<file path="src/rtl/multicycle_control.sv">
// multicycle_control: sequences each instruction through FETCH, DECODE, EXEC,
// MEM and WB, driving datapath strobes decoded from the current state and the
// latched opcode. MEM waits on mem_ready with an optional timeout, retired
// instructions are counted (wrapping), and HALT is terminal until reset.
module multicycle_control #(
  parameter int INSTR_W     = 9,
  parameter int OPC_W       = 3,
  parameter int OPC_LW      = 5,
  parameter int OPC_SW      = 6,
  parameter int OPC_BR      = 7,
  parameter int MEM_TIMEOUT = 16,
  parameter int CNT_W       = 16
) (
  input  logic               clk,
  input  logic               init_n,
  input  logic [INSTR_W-1:0] instruction,
  input  logic               instr_valid,
  input  logic               mem_ready,
  input  logic               halt_req,
  output logic               ir_load,
  output logic               pc_en,
  output logic               write_enable,
  output logic [OPC_W-1:0]   alu_op,
  output logic               alu_src,
  output logic               mem_read,
  output logic               mem_write,
  output logic               branch,
  output logic               mem_to_reg,
  output logic               busy,
  output logic               halted,
  output logic               err_illegal,
  output logic               err_timeout,
  output logic [CNT_W-1:0]   retired
);

  // Wait counter only has to reach MEM_TIMEOUT-1.
  localparam int WAIT_W  = (MEM_TIMEOUT > 1) ? $clog2(MEM_TIMEOUT) : 1;
  localparam int NUM_OPC = 1 << OPC_W;

  localparam logic [OPC_W-1:0]  OPC_LW_C  = OPC_W'(OPC_LW);
  localparam logic [OPC_W-1:0]  OPC_SW_C  = OPC_W'(OPC_SW);
  localparam logic [OPC_W-1:0]  OPC_BR_C  = OPC_W'(OPC_BR);
  localparam logic [WAIT_W-1:0] WAIT_LAST = (MEM_TIMEOUT > 0) ? WAIT_W'(MEM_TIMEOUT - 1) : '0;

  typedef enum logic [2:0] {
    S_FETCH  = 3'd0,
    S_DECODE = 3'd1,
    S_EXEC   = 3'd2,
    S_MEM    = 3'd3,
    S_WB     = 3'd4,
    S_HALT   = 3'd5
  } state_t;

  state_t              state_reg;
  logic [INSTR_W-1:0]  ir_reg;
  logic [WAIT_W-1:0]   wait_reg;
  logic [CNT_W-1:0]    retired_reg;

  logic [OPC_W-1:0]    opc;
  logic [NUM_OPC-1:0]  legal_tab;
  logic                is_lw;
  logic                is_sw;
  logic                is_br;
  logic                is_legal;
  logic                mem_timeout;
  logic                unused_operand;

  assign opc = ir_reg[INSTR_W-1 -: OPC_W];

  // Operand bits are consumed by the datapath, not by this controller.
  assign unused_operand = ^ir_reg[INSTR_W-OPC_W-1:0];

  // Legality table: ALU opcodes below OPC_LW plus the three explicit opcodes.
  genvar gi;
  generate
    for (gi = 0; gi < NUM_OPC; gi++) begin : g_legal
      assign legal_tab[gi] = (gi < OPC_LW) || (gi == OPC_LW) ||
                             (gi == OPC_SW) || (gi == OPC_BR);
    end
  endgenerate

  // Opcode classification; an unknown opcode fails the if and reads as illegal.
  always_comb begin
    is_lw    = (opc == OPC_LW_C);
    is_sw    = (opc == OPC_SW_C);
    is_br    = (opc == OPC_BR_C);
    is_legal = 1'b0;
    if (legal_tab[opc]) begin
      is_legal = 1'b1;
    end
  end

  // Timeout fires on the last permitted wait cycle only if memory is still not ready.
  always_comb begin
    mem_timeout = 1'b0;
    if ((MEM_TIMEOUT != 0) && !mem_ready && (wait_reg == WAIT_LAST)) begin
      mem_timeout = 1'b1;
    end
  end

  // Instruction sequencer: state, IR, MEM wait counter and retire counter.
  always_ff @(posedge clk or negedge init_n) begin
    if (!init_n) begin
      state_reg   <= S_FETCH;
      ir_reg      <= '0;
      wait_reg    <= '0;
      retired_reg <= '0;
    end else begin
      case (state_reg)
        S_FETCH: begin
          if (halt_req) begin
            state_reg <= S_HALT;
          end else if (instr_valid) begin
            ir_reg    <= instruction;
            state_reg <= S_DECODE;
          end
        end
        S_DECODE: begin
          if (is_legal) begin
            state_reg <= S_EXEC;
          end else begin
            state_reg <= S_FETCH;
          end
        end
        S_EXEC: begin
          if (is_br) begin
            retired_reg <= retired_reg + CNT_W'(1);
            state_reg   <= S_FETCH;
          end else if (is_lw || is_sw) begin
            wait_reg  <= '0;
            state_reg <= S_MEM;
          end else begin
            state_reg <= S_WB;
          end
        end
        S_MEM: begin
          if (mem_ready) begin
            if (is_lw) begin
              state_reg <= S_WB;
            end else begin
              retired_reg <= retired_reg + CNT_W'(1);
              state_reg   <= S_FETCH;
            end
          end else if (mem_timeout) begin
            state_reg <= S_FETCH;
          end else if (MEM_TIMEOUT != 0) begin
            wait_reg <= wait_reg + WAIT_W'(1);
          end
        end
        S_WB: begin
          retired_reg <= retired_reg + CNT_W'(1);
          state_reg   <= S_FETCH;
        end
        S_HALT: begin
          state_reg <= S_HALT;
        end
        default: begin
          state_reg <= S_FETCH;
        end
      endcase
    end
  end

  // Strobe decode from state and latched opcode; ir_load is masked during reset.
  always_comb begin
    ir_load      = 1'b0;
    pc_en        = 1'b0;
    write_enable = 1'b0;
    alu_op       = '0;
    alu_src      = 1'b0;
    mem_read     = 1'b0;
    mem_write    = 1'b0;
    branch       = 1'b0;
    mem_to_reg   = 1'b0;
    busy         = 1'b0;
    halted       = 1'b0;
    err_illegal  = 1'b0;
    err_timeout  = 1'b0;
    case (state_reg)
      S_FETCH: begin
        ir_load = init_n & instr_valid & ~halt_req;
      end
      S_DECODE: begin
        busy = 1'b1;
        if (!is_legal) begin
          err_illegal = 1'b1;
          pc_en       = 1'b1;
        end
      end
      S_EXEC: begin
        busy   = 1'b1;
        alu_op = opc;
        if (is_br) begin
          branch = 1'b1;
          pc_en  = 1'b1;
        end else if (is_lw || is_sw) begin
          alu_src = 1'b1;
        end
      end
      S_MEM: begin
        busy      = 1'b1;
        mem_read  = is_lw;
        mem_write = is_sw;
        if (mem_ready) begin
          pc_en = is_sw;
        end else if (mem_timeout) begin
          pc_en       = 1'b1;
          err_timeout = 1'b1;
        end
      end
      S_WB: begin
        busy         = 1'b1;
        write_enable = 1'b1;
        pc_en        = 1'b1;
        mem_to_reg   = is_lw;
      end
      S_HALT: begin
        halted = 1'b1;
      end
      default: begin
        busy = 1'b0;
      end
    endcase
  end

  assign retired = retired_reg;

endmodule

</file>
<file path="config.mk">
export PLATFORM = sky130hd
export DESIGN_NAME = multicycle_control
export DESIGN_NICKNAME = d
export VERILOG_FILES = /design/src/rtl/multicycle_control.sv
export SDC_FILE = /design/constraint.sdc
export NUM_CORES = 1
export LEC_CHECK = 0
export CELL_PAD_IN_SITES_DETAIL_PLACEMENT = 1
export CELL_PAD_IN_SITES_GLOBAL_PLACEMENT = 2
export CORE_AREA = 5 5 79 81
export DETAILED_ROUTE_END_ITERATION = 16
export DIE_AREA = 0 0 84 86
export PLACE_DENSITY_LB_ADDON = 0.2
export SETUP_SLACK_MARGIN = 0.1
export SYNTH_ARGS = -nofsm -noshare
export SYNTH_HDL_FRONTEND = slang
export SYNTH_SLANG_ARGS = --single-unit
</file>
<file path="constraint.sdc">
create_clock -name clk -period 1.99 [get_ports clk]
set_input_delay 0.398 -clock clk [delete_from_list [all_inputs] [get_ports clk]]
set_output_delay 0.398 -clock clk [all_outputs]
set_load 0.1 [all_outputs]
</file>
==> metrics.txt <==
critical path type reg -> out; status finished, violations left; Final setup viols 5; asr flop ratio synth 1.00; die span in y roughly 86 um; CTS Buf Count 3; max reg flops 16; Seq pwr share 0.203; PwrDens 1610 nW/um^2; # port buffers 37; most frequent cell after synthesis dfrtp_1; Synth Area in Compound Gates 0.0796; switching share of total power 0.484; Reg-to-Reg Start state_reg[2]; XOR/XNOR Fraction of Synth Area 0.107; Slew Viols, Final 0; Total GRT Usage 0.133; core area 5410 um^2; post-synthesis simple-gate area fraction 0.283; Nets ~240; CP required about 1.6 ns; DP HPWL roughly 3.4 mm; synthesized-area fraction occupied by adder cells 0.0169; drc violations 0; commonest cells in the netlist dfrtp_1, xnor2_1, nand2_1; ordered list of cells on the worst path ha_2 > and3_4 > o22a_2 > or3_4 > buf_12; initial antenna violation count 0; global route overflow 0; clk buf depth 2; Clock Skews just under 0.006 ns; crit share post-route 1.08; arrival time at the worst endpoint about 1.8 ns; Cell Int Power around 2.3 mW; Post-Place Cell Area 2310 um^2; hold path cells 1; drt total wl 4.71 mm; Mean Syn Cell Area roughly 10 um^2; CTS tree yes; Iter 0 DRT Violations 37; Warnings, synthesis 0; Hold Path Origin retired[15]; Clk network pwr share 0.079; IO Count 45; R2R depth 8; finished layout cell area about 2800 um^2; Gate power share 0.717; Slew @ Worst Pin between 0.5 and 0.6 ns; CP Capture Type primary output; ANT cells 0; synthesized area 1480 um^2; cell taking the most area after synthesis dfrtp_1; worst-path fanout max 2; FP Rows 27; Worst-path clk slew ~0.09 ns; slowest CP cell dfrtp_1; DR vias between 1000 and 1500; VDD IR-drop max approximately 1 mV; area delta synth->final 86.6%; Distinct cells, synth 40; vias per cell 4.81; first-pass GRT wire length between 7 and 8 mm; area share of the largest cell type after synthesis 0.440; Seq cells post-synth 26; top cells by area, synth dfrtp_1, xnor2_1, nand4_1; die area just over 7000 um^2; Post-Syn Instances around 140; Fillers 571; Final Critical Period between 2 and 2.5 ns; main flop type after synthesis dfrtp_1; RSZ-0062 raised after global routing true; class of the worst hold path reg -> reg; worst setup margin -0.164 ns; ANT nets after route 0; max incr delay on CP 0.40 ns; Placer Congestion 0.816; Pre-antenna DRT Iters 4; syn nets 157; Final Hold Viols 0; Leak approximately 1.2 nW; Post-Place Worst Slack -0.246 ns; Clock Tree Root clkbuf_8; multiplexer share of the synthesized area 0.0305; die width 84 um; fmax 0.464 GHz; Register-to-Register Setup Slack 0.06 ns; Post-synth EDFFs 0; hold endpoint retired[15]; sw power about 2.2 mW; main combinational cell family by area after synthesis simple AND/OR/NAND/NOR gates; initial core utilization 0.273; CTS Hold Bufs 0; layout cells sized above 1 0.570; vias in the first global route between 1500 and 2000; critical path launch point type register; wire per inst about 16 um; Max-Cap Viols 0; worst skew pair latency approximately 0.28 ns; Seq/Total Area, Yosys 0.440; failing checks setup timing; Slew headroom 0.639; FF-to-FF End retired[1]; htree depth 1; maximum number of pins on one net before global-route repair 27; clk sinks 26
-- cells in the final DEF, fill, tap and decap left out, types with 2 or more instances in the layout --
cell type | netlist | routed
nor2_1 | 5 | 2
nand3b_1 | 3 | 3
dfrtp_2 | 0 | 7
nand3_4 | 0 | 2
and2_4 | 0 | 4
clkdlybuf4s50_1 | 0 | 6
and4_1 | 2 | 2
nor3_4 | 0 | 2
buf_4 | 1 | 40
nand3_1 | 7 | 4
nor3b_1 | 3 | 2
xnor2_1 | 16 | 12
dfrtp_1 | 26 | 19
clkbuf_8 | 0 | 4
nor2_4 | 0 | 3
nand2_1 | 10 | 9
mux2_2 | 4 | 3
nand4_1 | 9 | 9
xnor2_2 | 0 | 3
buf_6 | 2 | 15
nor3b_4 | 1 | 3
a21oi_1 | 2 | 2
and3_1 | 8 | 4
o21ai_0 | 6 | 6
and2_1 | 6 | 2
buf_12 | 0 | 20
nand4b_1 | 3 | 3
and3_4 | 0 | 4
-- timing repair --
| item | in CTS | in global routing |
|---|---|---|
| gates cloned | 0 | 1 |
| setup endpoints to repair | 11 | 25 |
| pin swaps | 8 | 21 |
| resized for setup | 23 | 25 |
| buffers inserted | 17 | 11 |
-- cell families (layout without fill, tap and decap cells) --
logic type	after synthesis	in the layout
XOR/XNOR	18	18
buffers and inverters	9	89
adder cells (fa/ha/maj)	2	2
flip-flops	26	26
AND/OR/NAND/NOR	65	65
multiplexers	4	4
other	1	1
AO/OA/AOI/OAI	16	16
-- worst max-delay path by stage --
| stage | start | to | slack (ns) | cells past startpoint |
|---|---|---|---|---|
| after global placement | mem_ready | pc_en | -0.22 | 5 |
| after global routing | wait_reg[0] | pc_en | -0.19 | 5 |
| final | wait_reg[0] | pc_en | -0.16 | 5 |
| after CTS | wait_reg[1] | pc_en | -0.16 | 5 |
| after detailed placement | mem_ready | pc_en | -0.25 | 5 |
| after floorplan | state_reg[2] | pc_en | -0.61 | 5 |
-- power by group through the flow --
stage	sequential, mW	clock (mW)	combinational (mW)
after detailed placement	0.899	0	2.51
after global placement	0.884	0	2.47
after floorplan	1.22	0	1.34
after CTS	0.887	0.361	2.82
final	0.904	0.353	3.19
after global routing	0.934	0.374	3.36
-- routing by layer --
layer  up-vias  track usage  wire length [um]
met5         -            0                 0
met4         0       0.0351                54
met3         5       0.0211               195
met2        34        0.257              2510
met1       700        0.152              1950
li1        671            -                 -
-- critical path, delay by kind of cell (launching register included) --
family / cells / cell delay (ns)
buffers and inverters: 1 / 0.17
AOI/OAI and AO/OA: 1 / 0.22
adders and majority gates: 1 / 0.20
and+or+nand+nor: 2 / 0.49
DFF: 1 / 0.40
-- final cells by class --
type,instances,area (um^2),area share
clock buffers,4,55.1,0.0200
flip-flops and latches,26,659,0.239
repair buffers,84,978,0.355
inverters,1,7.51,0.00272
multi-input cells,106,967,0.351
well taps,72,90.1,0.0327
-- metrics by stage --
stage / std cells / util / hold slack (ns) / power (mW) / setup TNS, ns
after floorplan: 141 / - / 0.102 / 2.56 / -6.04
after global placement: 264 / 0.428 / 0.469 / 3.35 / -0.325
after detailed placement: 264 / 0.428 / 0.474 / 3.40 / -0.566
after CTS: 284 / 0.476 / 0.489 / 4.07 / -0.274
after global routing: 293 / 0.510 / 0.511 / 4.67 / -0.731
final: 293 / 0.510 / 0.486 / 4.45 / -0.366
(Power assumes the default switching activity.)
